<file path="config.mk">
export PLATFORM = sky130hd
export DESIGN_NAME = axis_radix2_divider
export DESIGN_NICKNAME = d
export VERILOG_FILES = /design/src/rtl/axis_radix2_divider.sv
export SDC_FILE = /design/constraint.sdc
export NUM_CORES = 1
export LEC_CHECK = 0
export CAP_MARGIN = 20
export CELL_PAD_IN_SITES_DETAIL_PLACEMENT = 0
export CELL_PAD_IN_SITES_GLOBAL_PLACEMENT = 1
export CORE_ASPECT_RATIO = 0.7
export CORE_UTILIZATION = 48
export CTS_CLUSTER_DIAMETER = 30
export DETAILED_ROUTE_END_ITERATION = 10
export PLACE_DENSITY = 0.84
export SLEW_MARGIN = 5
export SYNTH_ARGS = -nofsm -noshare
export SYNTH_HDL_FRONTEND = slang
export SYNTH_SLANG_ARGS = --single-unit
</file>
<file path="constraint.sdc">
create_clock -name clk -period 16.2 [get_ports clk]
set_input_delay 3.24 -clock clk [delete_from_list [all_inputs] [get_ports clk]]
set_output_delay 3.24 -clock clk [all_outputs]
set_load 0.1 [all_outputs]
</file>
<file path="src/rtl/axis_radix2_divider.sv">
// Iterative radix-2 restoring divider with AXI-Stream operand/result channels, RISC-V M semantics.
// Define DIV_EARLY_OUT_EN to skip the iterations for divide-by-zero, signed overflow and divide-by-one.
module axis_radix2_divider #(
  parameter int WIDTH  = 32,
  parameter bit SIGNED = 1'b1
) (
  input  logic                 clk,
  input  logic                 reset,
  input  logic                 aclken,
  input  logic                 s_axis_dividend_tvalid,
  output logic                 s_axis_dividend_tready,
  input  logic [WIDTH-1:0]     s_axis_dividend_tdata,
  input  logic                 s_axis_divisor_tvalid,
  output logic                 s_axis_divisor_tready,
  input  logic [WIDTH-1:0]     s_axis_divisor_tdata,
  output logic                 m_axis_dout_tvalid,
  output logic [2*WIDTH-1:0]   m_axis_dout_tdata
);
  // state | meaning
  // IDLE  | collecting dividend and divisor
  // PREP  | take magnitudes, record signs and special cases
  // ITER  | one quotient bit per cycle, WIDTH cycles
  // FIX   | sign correction and special-case override, register result
  // DONE  | result valid for one enabled cycle
  localparam logic [2:0] S_IDLE = 3'd0;
  localparam logic [2:0] S_PREP = 3'd1;
  localparam logic [2:0] S_ITER = 3'd2;
  localparam logic [2:0] S_FIX  = 3'd3;
  localparam logic [2:0] S_DONE = 3'd4;
  localparam int CW = (WIDTH > 1) ? $clog2(WIDTH) : 1;

  logic [2:0]       state;
  logic             got_a, got_b;
  logic [WIDTH-1:0] a_raw, b_raw, b_mag, rem, quo;
  logic [CW-1:0]    cnt;
  logic             neg_q, neg_r, div_zero, ovf;
`ifdef DIV_EARLY_OUT_EN
  logic             div_one;
`endif

  logic             fire_a, fire_b, a_neg, b_neg, a_min, b_ones, b_one, b_zero;
  logic [WIDTH-1:0] a_mag_c, b_mag_c, q_fix, r_fix;
  logic [WIDTH:0]   shifted, diff;

  assign s_axis_dividend_tready = aclken && (state == S_IDLE) && !got_a;
  assign s_axis_divisor_tready  = aclken && (state == S_IDLE) && !got_b;
  assign fire_a = s_axis_dividend_tvalid && s_axis_dividend_tready;
  assign fire_b = s_axis_divisor_tvalid && s_axis_divisor_tready;
  assign m_axis_dout_tvalid = (state == S_DONE);

  assign a_neg   = SIGNED && a_raw[WIDTH-1];
  assign b_neg   = SIGNED && b_raw[WIDTH-1];
  assign a_mag_c = a_neg ? -a_raw : a_raw;
  assign b_mag_c = b_neg ? -b_raw : b_raw;
  assign a_min   = (a_raw == {1'b1, {(WIDTH-1){1'b0}}});
  assign b_ones  = &b_raw;
  assign b_one   = (b_raw == {{(WIDTH-1){1'b0}}, 1'b1});
  assign b_zero  = (b_raw == '0);

  // Partial remainder is always below the divisor, so WIDTH+1 bits hold the trial difference.
  assign shifted = {rem, quo[WIDTH-1]};
  assign diff    = shifted - {1'b0, b_mag};

  always_comb begin
    q_fix = neg_q ? -quo : quo;
    r_fix = neg_r ? -rem : rem;
    if (div_zero) begin
      q_fix = '1;
      r_fix = a_raw;
    end else if (ovf) begin
      q_fix = {1'b1, {(WIDTH-1){1'b0}}};
      r_fix = '0;
    end
`ifdef DIV_EARLY_OUT_EN
    else if (div_one) begin
      q_fix = a_raw;
      r_fix = '0;
    end
`endif
  end

  always_ff @(posedge clk or posedge reset) begin
    if (reset) begin
      state             <= S_IDLE;
      got_a             <= 1'b0;
      got_b             <= 1'b0;
      a_raw             <= '0;
      b_raw             <= '0;
      b_mag             <= '0;
      rem               <= '0;
      quo               <= '0;
      cnt               <= '0;
      neg_q             <= 1'b0;
      neg_r             <= 1'b0;
      div_zero          <= 1'b0;
      ovf               <= 1'b0;
`ifdef DIV_EARLY_OUT_EN
      div_one           <= 1'b0;
`endif
      m_axis_dout_tdata <= '0;
    end else if (aclken) begin
      case (state)
        S_IDLE: begin
          if (fire_a) begin
            a_raw <= s_axis_dividend_tdata;
            got_a <= 1'b1;
          end
          if (fire_b) begin
            b_raw <= s_axis_divisor_tdata;
            got_b <= 1'b1;
          end
          if ((got_a || fire_a) && (got_b || fire_b))
            state <= S_PREP;
        end
        S_PREP: begin
          neg_q    <= a_neg ^ b_neg;
          neg_r    <= a_neg;
          quo      <= a_mag_c;
          b_mag    <= b_mag_c;
          rem      <= '0;
          cnt      <= CW'(WIDTH-1);
          div_zero <= b_zero;
          ovf      <= SIGNED && a_min && b_ones;
`ifdef DIV_EARLY_OUT_EN
          div_one  <= b_one;
          if (b_zero || b_one || (SIGNED && a_min && b_ones))
            state <= S_FIX;
          else
            state <= S_ITER;
`else
          state    <= S_ITER;
`endif
        end
        S_ITER: begin
          rem <= diff[WIDTH] ? shifted[WIDTH-1:0] : diff[WIDTH-1:0];
          quo <= {quo[WIDTH-2:0], ~diff[WIDTH]};
          if (cnt == '0)
            state <= S_FIX;
          else
            cnt <= cnt - 1'b1;
        end
        S_FIX: begin
          m_axis_dout_tdata <= {r_fix, q_fix};
          state             <= S_DONE;
        end
        S_DONE: begin
          got_a <= 1'b0;
          got_b <= 1'b0;
          state <= S_IDLE;
        end
        default: state <= S_IDLE;
      endcase
    end
  end

`ifndef DIV_EARLY_OUT_EN
  logic unused_b_one;
  assign unused_b_one = b_one;
`endif

endmodule

</file>
==> results of run 1 <==
[registers in the layout, indices dropped and copies added, names as in the netlist]
signal	flops
quo	32
div_zero	1
ovf	1
b_mag	32
rem	32
state	3
a_raw	32
got_b	1
neg_r	1
got_a	1
b_raw	32
m_axis_dout_tdata	64
cnt	5
neg_q	1
[kinds of logic after synthesis]
logic type               share of synthesized area [%]
AND/OR/NAND/NOR                                   16.2
AO/OA/AOI/OAI                                     19.9
multiplexers                                      5.49
flip-flops                                        41.8
adder cells (fa/ha/maj)                           3.57
buffers and inverters                             4.16
XOR/XNOR                                          8.86
[Yosys cell counts, drive strengths merged, types with 8 or more instances]
master / count / area (um^2)
o21ai: 173 / 873
nor2: 115 / 432
or2: 9 / 56.3
a21o: 10 / 75.1
o41ai: 17 / 156
a21oi: 84 / 420
a221oi: 24 / 210
or3: 17 / 106
nor3: 27 / 135
xor2: 93 / 815
buf: 9 / 33.8
o31ai: 30 / 235
nand2b: 20 / 133
o211ai: 23 / 173
clkbuf: 90 / 338
nand3: 15 / 75.1
nor4: 14 / 87.6
and2: 8 / 50.1
xnor2: 51 / 447
nand4: 30 / 188
or4: 20 / 169
ha: 39 / 488
a211oi: 11 / 82.6
nand2: 201 / 757
o21a: 29 / 218
dfrtp: 238 / 5960
inv: 59 / 221
mux2: 65 / 732
[metrics by stage]
step / util (%) / setup slack [ns] / instance area (um^2) / cells / hold slack [ns]
3_5_place_dp: 54.7 / 7.67 / 15900 / 2022 / 0.463
4_1_cts: 60.4 / 7.67 / 17500 / 2112 / 0.471
3_3_place_gp: 54.7 / 7.67 / 15900 / 2021 / 0.461
2_1_floorplan: - / 6.43 / 14200 / 1590 / 0.450
5_1_grt: 60.5 / 7.56 / 17600 / 2113 / 0.494
6_report: 60.5 / 7.66 / 17600 / 2113 / 0.467
[worst reg2reg max path: cells and delay by family, from the launching register on]
| kind | cells | cell delay (ns) |
|---|---|---|
| buffers and inverters | 1 | 0.17 |
| adders and majority gates | 2 | 0.67 |
| DFF | 1 | 0.35 |
| muxes | 1 | 0.87 |
| and+or+nand+nor | 1 | 0.19 |
| AOI/OAI and AO/OA | 7 | 2.21 |
[routing by layer]
metal	track usage, %	routed length [um]	up-vias
li1	-	-	5914
met1	39.9	19600	6058
met3	5.16	2360	63
met4	6.59	685	0
met5	0	0	-
met2	37.3	16400	323
[worst max-delay path by stage]
stage	startpoint	endpoint	slack [ns]	cells past startpoint
after CTS	aclken	s_axis_dividend_tready	7.67	4
after floorplan	reset	a_raw[0]$_DFFE_PP0P_	6.43	1
after detailed placement	aclken	s_axis_dividend_tready	7.67	4
after global placement	aclken	s_axis_dividend_tready	7.67	4
after global routing	aclken	s_axis_divisor_tready	7.56	4
final	aclken	s_axis_dividend_tready	7.66	4
[layout make-up]
cell class / instances / share of cell area [%]
multi-input cells: 1194 / 44.0
flip-flops and latches: 238 / 33.9
repair buffers: 154 / 8.58
clock buffers: 72 / 8.42
well taps: 378 / 2.69
inverters: 59 / 1.30
clock inverters: 18 / 1.05
[placed cells by master, fill, tap and decap left out, types with 23 or more instances in the layout]
cell	synthesis	final
o211ai_1	23	23
clkbuf_16	0	53
nand4_1	30	30
nand2_1	200	200
xnor2_1	51	51
mux2_2	65	65
xor2_1	93	93
a221oi_1	24	24
nor2_1	115	111
clkdlybuf4s50_1	0	135
a21oi_1	84	84
nor3_1	27	27
o21ai_0	163	163
dfrtp_1	238	238
o31ai_1	28	28
ha_1	39	39
o21a_1	29	29
inv_1	59	58
==> results by group, run 1 <==
Run status
  • Outcome: finished, final reports clean

Global route
  • Vias in the first global route: ~12000
  • Total GRT Usage: between 20% and 30%
  • Largest net degree at the start of global routing: 103
  • Initial antenna violation count: 0
  • First-pass GRT wire length: approximately 64000 um
  • Grt total ovfl: 0

Flow run
  • Number of max-cap violations: 0

Layout
  • Layout cells sized above 1: around 11%
  • P&R area growth vs syn: 23.2%
  • Fillers: 2516
  • Diodes inserted: 0
  • Nets: 1806
  • Storage cell area: 0.00596 mm^2
  • Multi-input gate area: 0.00773 mm^2

Route
  • Post-route ant nets: 0
  • Drt total wl: between 30000 and 40000 um
  • Initial DRC count: just over 800
  • Vias/cell: 5.85
  • DRC Markers: 0
  • Wirelength per Cell: around 18 um
  • Drt pass-1 iters: 5
  • Vias: 12400

Clocking
  • CTS Buffer Depth: 3
  • H-Tree Depth: 2
  • Clk Latency, worst-skew pair: 0.56 ns
  • Total clock sinks: between 200 and 250
  • CTS Buf Count: 50
  • Hold Buf Count CTS: 0
  • CTS tree: yes
  • Post-cts sizing count: 0
  • Clk slew on worst S/H paths: ~0.040 ns
  • Clock root cell: clkbuf_16
  • Postcts setup bufs: 0

Timing
  • Final min period: around 8.5 ns
  • Finish-stage setup viols: 0
  • Tcrit/Tclk final: about 53%
  • Fin Clk Skew: around 0.021 ns
  • Max Slew Vio Count: 0
  • Slew headroom: 30.3%
  • Worst-Margin Slew: 1.02 ns
  • TNS Setup: 0 ns
  • Achievable frequency: between 100 and 150 MHz
  • Final hold violation count: 0
  • RSZ-0062 raised after global routing: false

Die
  • Row Count: 52
  • Chip height: roughly 150 um
  • Die X-Extent: just over 200 um
  • Core area: 0.0290 mm^2
  • Starting Density: 49.1%
  • # IOs: between 100 and 150
  • Area of the die: slightly above 0.03 mm^2

Yosys
  • Cells after Synth: about 1600
  • Post-synth top flop: dfrtp_1
  • Syn_area_per_cell: 8.96 um^2
  • Sequential area share after synthesis: between 40% and 50%
  • FFs w/ async S/R, synth: 100%
  • Synth cell types: between 60 and 70
  • Register bit total from synthesis: 238
  • Yosys warnings: 0
  • Mapped Area: about 0.014 mm^2
  • Mapped Nets: roughly 1700
  • Number of flops mapped to enable cells by yosys: 0

Setup path
  • CP Max Fanout: 9
  • Worst R2R Start: quo[31]$_DFFE_PP0P_
  • Slowest cell on crit path: clkdlybuf4s50_1
  • Crit path largest cell delay: ~1.2 ns
  • Crit-path leading delay family: buffers and inverters
  • Critical R2R Capture: rem[30]$_DFFE_PP0P_
  • Crit path kind: input pin to primary output
  • Worst Path Required: between 10 and 15 ns
  • Cell breakdown of the critical path: clkdlybuf4s50_1 -> nand3_1 -> nor2_1 -> clkdlybuf4s50_1
  • Setup crit end kind: primary output
  • Crit path launch type: input pin
  • R2r setup slk: around 12 ns
  • Critical path arrival: approximately 5.3 ns
  • CP most frequent cell: clkdlybuf4s50_1
  • Worst Reg-to-Reg Cells: 12
  • Worst path bufs/invs: 2

Min path
  • Worst hold path type: flip-flop to flip-flop
  • Min-delay src: m_axis_dout_tdata[22]$_DFFE_PP0P_
  • WHS Endpoint: m_axis_dout_tdata[22]$_DFFE_PP0P_
  • Hold Crit Depth: 2

Place
  • Gp weighted congestion: between 0.8 and 0.9
  • Number of I/O port buffers: about 140
  • Final HPWL DP: 27300 um
Power of run 1 is not shown: default switching activity piles up to over one toggle a cycle in this logic, so the estimate is an artifact.
==> inputs of run 2 (changes only) <==
--- a/config.mk
+++ b/config.mk
@@ -9,10 +9,10 @@
 export CELL_PAD_IN_SITES_DETAIL_PLACEMENT = 0
 export CELL_PAD_IN_SITES_GLOBAL_PLACEMENT = 1
 export CORE_ASPECT_RATIO = 0.7
-export CORE_UTILIZATION = 48
+export CORE_UTILIZATION = 40
 export CTS_CLUSTER_DIAMETER = 30
 export DETAILED_ROUTE_END_ITERATION = 10
-export PLACE_DENSITY = 0.84
+export PLACE_DENSITY = 0.75
 export SLEW_MARGIN = 5
 export SYNTH_ARGS = -nofsm -noshare
 export SYNTH_HDL_FRONTEND = slang
==> constraint.sdc (replaced) <==
create_clock -name clk -period 7.3 [get_ports clk]
set_input_delay 1.46 -clock clk [delete_from_list [all_inputs] [get_ports clk]]
set_output_delay 1.46 -clock clk [all_outputs]
set_load 0.1 [all_outputs]
==> run 2 against run 1 <==
- largest cell class unchanged
- flip-flop and latch count unchanged
- clock skew down 0.0026 ns
- die area up 20%
- final area up 2.6%
- register-to-register slack worse by 8.6 ns
- non-clock buffer count up 4
- first-iteration DRC count up 20%
- highest routed layer unchanged
- via count down 1.1%
- setup slack worse by 5.4 ns
- worst hold slack better by 0.0060 ns
- critical endpoint unchanged
==> results by group, run 2 (synthesis gave the netlist of run 1 again) <==
Timing
  • Fin worst setup slack: 2.28 ns (-5.38 ns)
  • RSZ-0062 raised after global routing: false
  • TNS Setup: 0 ns (unchanged)
  • Max Slew Vio Count: 0 (unchanged)
  • Finish-stage setup viols: 0 (unchanged)
  • Achievable frequency: 199 MHz
  • Fin Clk Skew: 0.0181 ns (-0.00262 ns)
  • Tcrit/Tclk final: between 60% and 70%
  • Final hold violation count: 0 (unchanged)
  • Worst-Margin Slew: 1.07 ns (+0.0493 ns)
  • Final min period: 5.02 ns
  • WHS: 0.473 ns (+0.00601 ns)
  • Slew headroom: 28.3% (-2.1 points)

Layout
  • Diodes inserted: 0 (unchanged)
  • Final instance area: 0.0180 mm^2 (+2.6%)
  • Layout cells sized above 1: 11.9% (+0.81 points)
  • Largest register FFs: 64 (unchanged)
  • Fillers: 3248 (+29%)
  • Largest Register: m_axis_dout_tdata
  • P&R area growth vs syn: 26.4%
  • Commonest cells after routing, fill and taps aside: 238 x dfrtp_1, 200 x nand2_1, 163 x o21ai_0
  • Most common cell after layout, fill and taps aside: dfrtp_1
  • Multi-input gate area: 0.00773 mm^2 (unchanged)
  • Storage cell area: 0.00596 mm^2 (unchanged)
  • Nets: 1819 (+0.72%)

Clocking
  • Clock root cell: clkbuf_16
  • Clk slew on worst S/H paths: 0.05 ns (about the same)
  • Postcts setup bufs: 0 (unchanged)
  • Clk Latency, worst-skew pair: 0.58 ns (+0.02 ns)
  • Post-cts sizing count: 0 (unchanged)
  • H-Tree Depth: 2 (unchanged)
  • CTS Buf Count: 59 (+18%)
  • CTS Buffer Depth: 3 (unchanged)
  • Total clock sinks: 238 (unchanged)
  • Hold Buf Count CTS: 0 (unchanged)
  • CTS tree: yes

Setup path
  • Critical path arrival: 3.56 ns (-1.74 ns)
  • Crit path launch type: input pin
  • R2r setup slk: 3.00 ns (-8.61 ns)
  • Setup crit end kind: primary output
  • Worst Setup SP: aclken
  • Worst Path Required: 5.84 ns (-7.12 ns)
  • CP Max Fanout: 9 (unchanged)
  • Crit path kind: input pin to primary output
  • Worst R2R Start: quo[31]$_DFFE_PP0P_

Flow run
  • Number of max-cap violations: 0 (unchanged)

Route
  • Post-route ant nets: 0 (unchanged)
  • Wirelength per Cell: 17.9 um (-3.0%)
  • Vias/cell: 5.50 (-6.0%)
  • Initial DRC count: 991 (+20%)
  • Vias: 12200 (-1.1%)
  • DRC Markers: 0 (unchanged)
  • Drt pass-1 iters: 5 (unchanged)
  • Drt total wl: 39800 um (+2.1%)

Die
  • Row Count: 57 (+9.6%)
  • Chip height: 160 um (+9.4%)
  • Die X-Extent: 228 um (+9.5%)
  • Area of the die: 0.0364 mm^2 (+20%)
  • # IOs: 136 (unchanged)
  • Starting Density: 40.8% (-8.2 points)
  • Core area: 0.0349 mm^2 (+20%)

Global route
  • Vias in the first global route: 11900 (+0.86%)
  • Largest net degree at the start of global routing: 78 (-24%)
  • Initial antenna violation count: 0 (unchanged)
  • Grt total ovfl: 0 (unchanged)
  • First-pass GRT wire length: 65100 um (+2.3%)
  • Total GRT Usage: 22.6% (-3.5 points)

Min path
  • Worst hold path type: flip-flop to flip-flop
  • Min-delay src: m_axis_dout_tdata[22]$_DFFE_PP0P_

Place
  • Gp weighted congestion: 0.852 (-1.4%)
  • Final HPWL DP: 28300 um (+3.7%)
  • Area after DPL: 0.0160 mm^2 (+0.86%)
  • Number of I/O port buffers: 135 (unchanged)
  • Place WS: 2.29 ns (-5.38 ns)

Run status
  • Outcome: finished, final reports clean
## run 2: changes by cell type in the layout (fill, tap and decap cells not counted), moves of 2 or more
cell and change:
buf_4 +3, bufinv_16 +3, clkbuf_16 +6, clkbuf_8 +2, clkinv_4 -3, clkinvlp_4 +2
## run 2: stage by stage
stage | cells | util, %
global route | 2224 | 51.6
floorplan | 1590 | -
global placement | 2118 | 45.9
finish | 2224 | 51.6
detailed placement | 2119 | 45.9
CTS | 2222 | 51.5
## run 2: final cells by class
class	count	area share (%)
multi-input combinational	1194	42.9
sequential	238	33.1
inverter	59	1.25
clock buffer	81	9.22
clock inverter	22	1.61
tap	472	3.28
timing repair buffer	158	8.64
## run 2: critical path, cell delays in order
cell and delay (ns):
clkdlybuf4s50_1 0.64, nand3_1 0.16, nor2_1 0.15, clkdlybuf4s50_1 1.15
## run 2: path summary, 6_finish.rpt
kind / endpoint / cells after the start
worst max-delay path: s_axis_dividend_tready / 4
max in group asynchronous: b_mag[4]$_DFFE_PP0P_ / 4
worst min register to register: m_axis_dout_tdata[22]$_DFFE_PP0P_ / 2
min in group asynchronous: m_axis_dout_tdata[28]$_DFFE_PP0P_ / 3
worst max register to register: rem[11]$_DFFE_PP0P_ / 13
worst min-delay path: m_axis_dout_tdata[22]$_DFFE_PP0P_ / 2
## run 2: metal layers
layer / up-vias / wire length (um) / global-route usage [%] / part of all wire [%]
met1: 5944 / 20100 / 34.2 / 51
met2: 294 / 17000 / 32.8 / 43
li1: 5929 / - / - / -
met4: 0 / 602 / 5.86 / 1.5
met3: 59 / 2120 / 4.29 / 5.3
met5: - / 0 / 0 / 0
Power of run 2 is left out for the same reason.
==> inputs of run 3 (changes only) <==
==> constraint.sdc (replaced) <==
create_clock -name clk -period 4.06 [get_ports clk]
set_input_delay 0.812 -clock clk [delete_from_list [all_inputs] [get_ports clk]]
set_output_delay 0.812 -clock clk [all_outputs]
set_load 0.1 [all_outputs]
==> run 3 against run 2 <==
- flip-flop and latch count unchanged
- core utilization rose by 0.70 points
- worst hold slack about the same
- global-route usage up 1.0 points
- cell count rose by 0.63%
- wire length up 3.5%
- via count up 1.7%
- count of clock-buffer cells in the layout fell by 14
- clock skew fell by 0.0033 ns
- sequential share of layout area down 0.44 points
==> results by group, run 3 (synthesis gave the netlist of run 1 again) <==
Setup path
  • Worst Path Required: 4.48 ns (-1.36 ns)
  • Critical path arrival: 4.03 ns (+0.47 ns)
  • Crit path launch type: flip-flop
  • Worst Setup SP: quo[31]$_DFFE_PP0P_
  • Setup crit end kind: flip-flop
  • CP Max Fanout: 11 (+2)
  • Worst R2R Start: quo[31]$_DFFE_PP0P_
  • Crit path kind: flip-flop to flip-flop

Clocking
  • CTS tree: yes
  • Clk slew on worst S/H paths: 0.05 ns (about the same)
  • Total clock sinks: 238 (unchanged)
  • Clk Latency, worst-skew pair: 0.56 ns (-0.02 ns)
  • Postcts setup bufs: 0 (unchanged)
  • H-Tree Depth: 2 (unchanged)
  • Clock root cell: clkbuf_16
  • CTS Buffer Depth: 3 (unchanged)
  • Hold Buf Count CTS: 0 (unchanged)
  • CTS Buf Count: 55 (-6.8%)
  • Post-cts sizing count: 0 (unchanged)

Min path
  • Worst hold path type: flip-flop to flip-flop
  • Min-delay src: b_mag[16]$_DFFE_PP0P_

Timing
  • Achievable frequency: roughly 280 MHz
  • Final hold violation count: 0 (unchanged)
  • Final min period: around 3.6 ns
  • Fin Clk Skew: 0.0148 ns (-0.00328 ns)
  • Worst-Margin Slew: 1.04 ns (-0.0361 ns)
  • Finish-stage setup viols: 0 (unchanged)
  • TNS Setup: 0 ns (unchanged)
  • RSZ-0062 raised after global routing: false
  • WHS: 0.473 ns (+0.0000850 ns)
  • Tcrit/Tclk final: around nine tenths
  • Slew headroom: 30.9% (+2.6 points)
  • Max Slew Vio Count: 0 (unchanged)

Place
  • Gp weighted congestion: 0.895 (+5.1%)
  • Number of I/O port buffers: 135 (unchanged)
  • Final HPWL DP: 29600 um (+4.7%)

Die
  • Starting Density: 40.8% (unchanged)
  • Area of the die: 0.0364 mm^2 (unchanged)
  • Die X-Extent: 228 um (unchanged)
  • Core area: 0.0349 mm^2 (unchanged)
  • Row Count: 57 (unchanged)
  • # IOs: 136 (unchanged)
  • Chip height: 160 um (unchanged)

Route
  • Drt total wl: 41200 um (+3.5%)
  • Vias: 12400 (+1.7%)
  • Vias/cell: 5.56 (+1.1%)
  • Drt pass-1 iters: 7 (+2)
  • Initial DRC count: 913 (-7.9%)
  • Post-route ant nets: 0 (unchanged)
  • DRC Markers: 0 (unchanged)
  • Wirelength per Cell: 18.4 um (+2.9%)

Global route
  • Total GRT Usage: 23.6% (+1.0 points)
  • Initial antenna violation count: 0 (unchanged)
  • Grt total ovfl: 0 (unchanged)
  • Vias in the first global route: 12300 (+3.1%)
  • Largest net degree at the start of global routing: 97 (+24%)
  • First-pass GRT wire length: 68100 um (+4.6%)

Layout
  • Nets: 1830 (+0.60%)
  • P&R area growth vs syn: 28.1%
  • Most common cell after layout, fill and taps aside: dfrtp_1
  • Diodes inserted: 0 (unchanged)
  • Largest register FFs: 64 (unchanged)
  • Commonest cells after routing, fill and taps aside: 238 x dfrtp_1, 200 x nand2_1, 163 x o21ai_0
  • Largest Register: m_axis_dout_tdata
  • Final core occ: 52.3% (+0.70 points)
  • Layout cells sized above 1: 13.4% (+1.5 points)

Flow run
  • Number of max-cap violations: 0 (unchanged)

Run status
  • Outcome: finished, final reports clean
run 3: cell types whose count changed in the layout (fill, tap and decap cells not counted), moves of 2 or more:
cell / before / now
clkinvlp_4: 5 / 9
clkbuf_16: 59 / 57
clkbuf_1: 12 / 1
buf_4: 20 / 35
clkinv_4: 0 / 4
bufinv_16: 6 / 11
buf_12: 0 / 6
clkdlybuf4s50_1: 135 / 132
inv_6: 1 / 3
run 3: cell type report:
| cell class | instances | area [um^2] |
|---|---|---|
| well taps | 472 | 591 |
| inverters | 59 | 225 |
| clock inverters | 35 | 497 |
| clock buffers | 67 | 1550 |
| fillers | 3206 | 16600 |
| repair buffers | 173 | 1700 |
| flip-flops and latches | 238 | 5960 |
| multi-input cells | 1194 | 7720 |
run 3: worst paths after layout:
path	to	slack, ns	cells past startpoint
setup / recovery	rem[7]$_DFFE_PP0P_	0.45	14
hold / removal	b_mag[16]$_DFFE_PP0P_	0.47	2
setup reg to reg	rem[7]$_DFFE_PP0P_	0.45	14
hold reg to reg	b_mag[16]$_DFFE_PP0P_	0.47	2
max in group asynchronous	a_raw[3]$_DFFE_PP0P_	2.36	4
min in group asynchronous	m_axis_dout_tdata[26]$_DFFE_PP0P_	0.83	2
run 3: metrics by stage:
stage | cell area [um^2] | instances | setup WS [ns]
finish | 18200 | 2238 | 0.452
global route | 18200 | 2238 | 0.0513
CTS | 18200 | 2238 | 0.482
detailed placement | 16200 | 2136 | 0.517
global placement | 16200 | 2136 | 0.581
floorplan | 14200 | 1590 | 0.128
run 3: metal layers:
metal  part of all wire, %  track usage [%]  vias to the layer above  wire, um
met1                    50             36.7                     6038     20800
met5                     0                0                        -         0
met3                   5.9             3.70                       74      2440
li1                      -                -                     5960         -
met2                    41             33.5                      366     17000
met4                   2.3             6.47                        0       952
run 3: worst max-delay path: stages, from the launching register on:
cell and delay (ns):
dfrtp_1 0.38, inv_1 0.09, ha_1 0.22, fa_1 0.38
nand2b_1 0.19, a21o_1 0.18, a21oi_1 0.22, a31oi_1 0.18
o211ai_1 0.35, o211ai_1 0.21, mux2_2 0.42, nor2_1 0.18
buf_4 0.19, buf_4 0.18, o211ai_1 0.11
Power of run 3 is left out for the same reason.
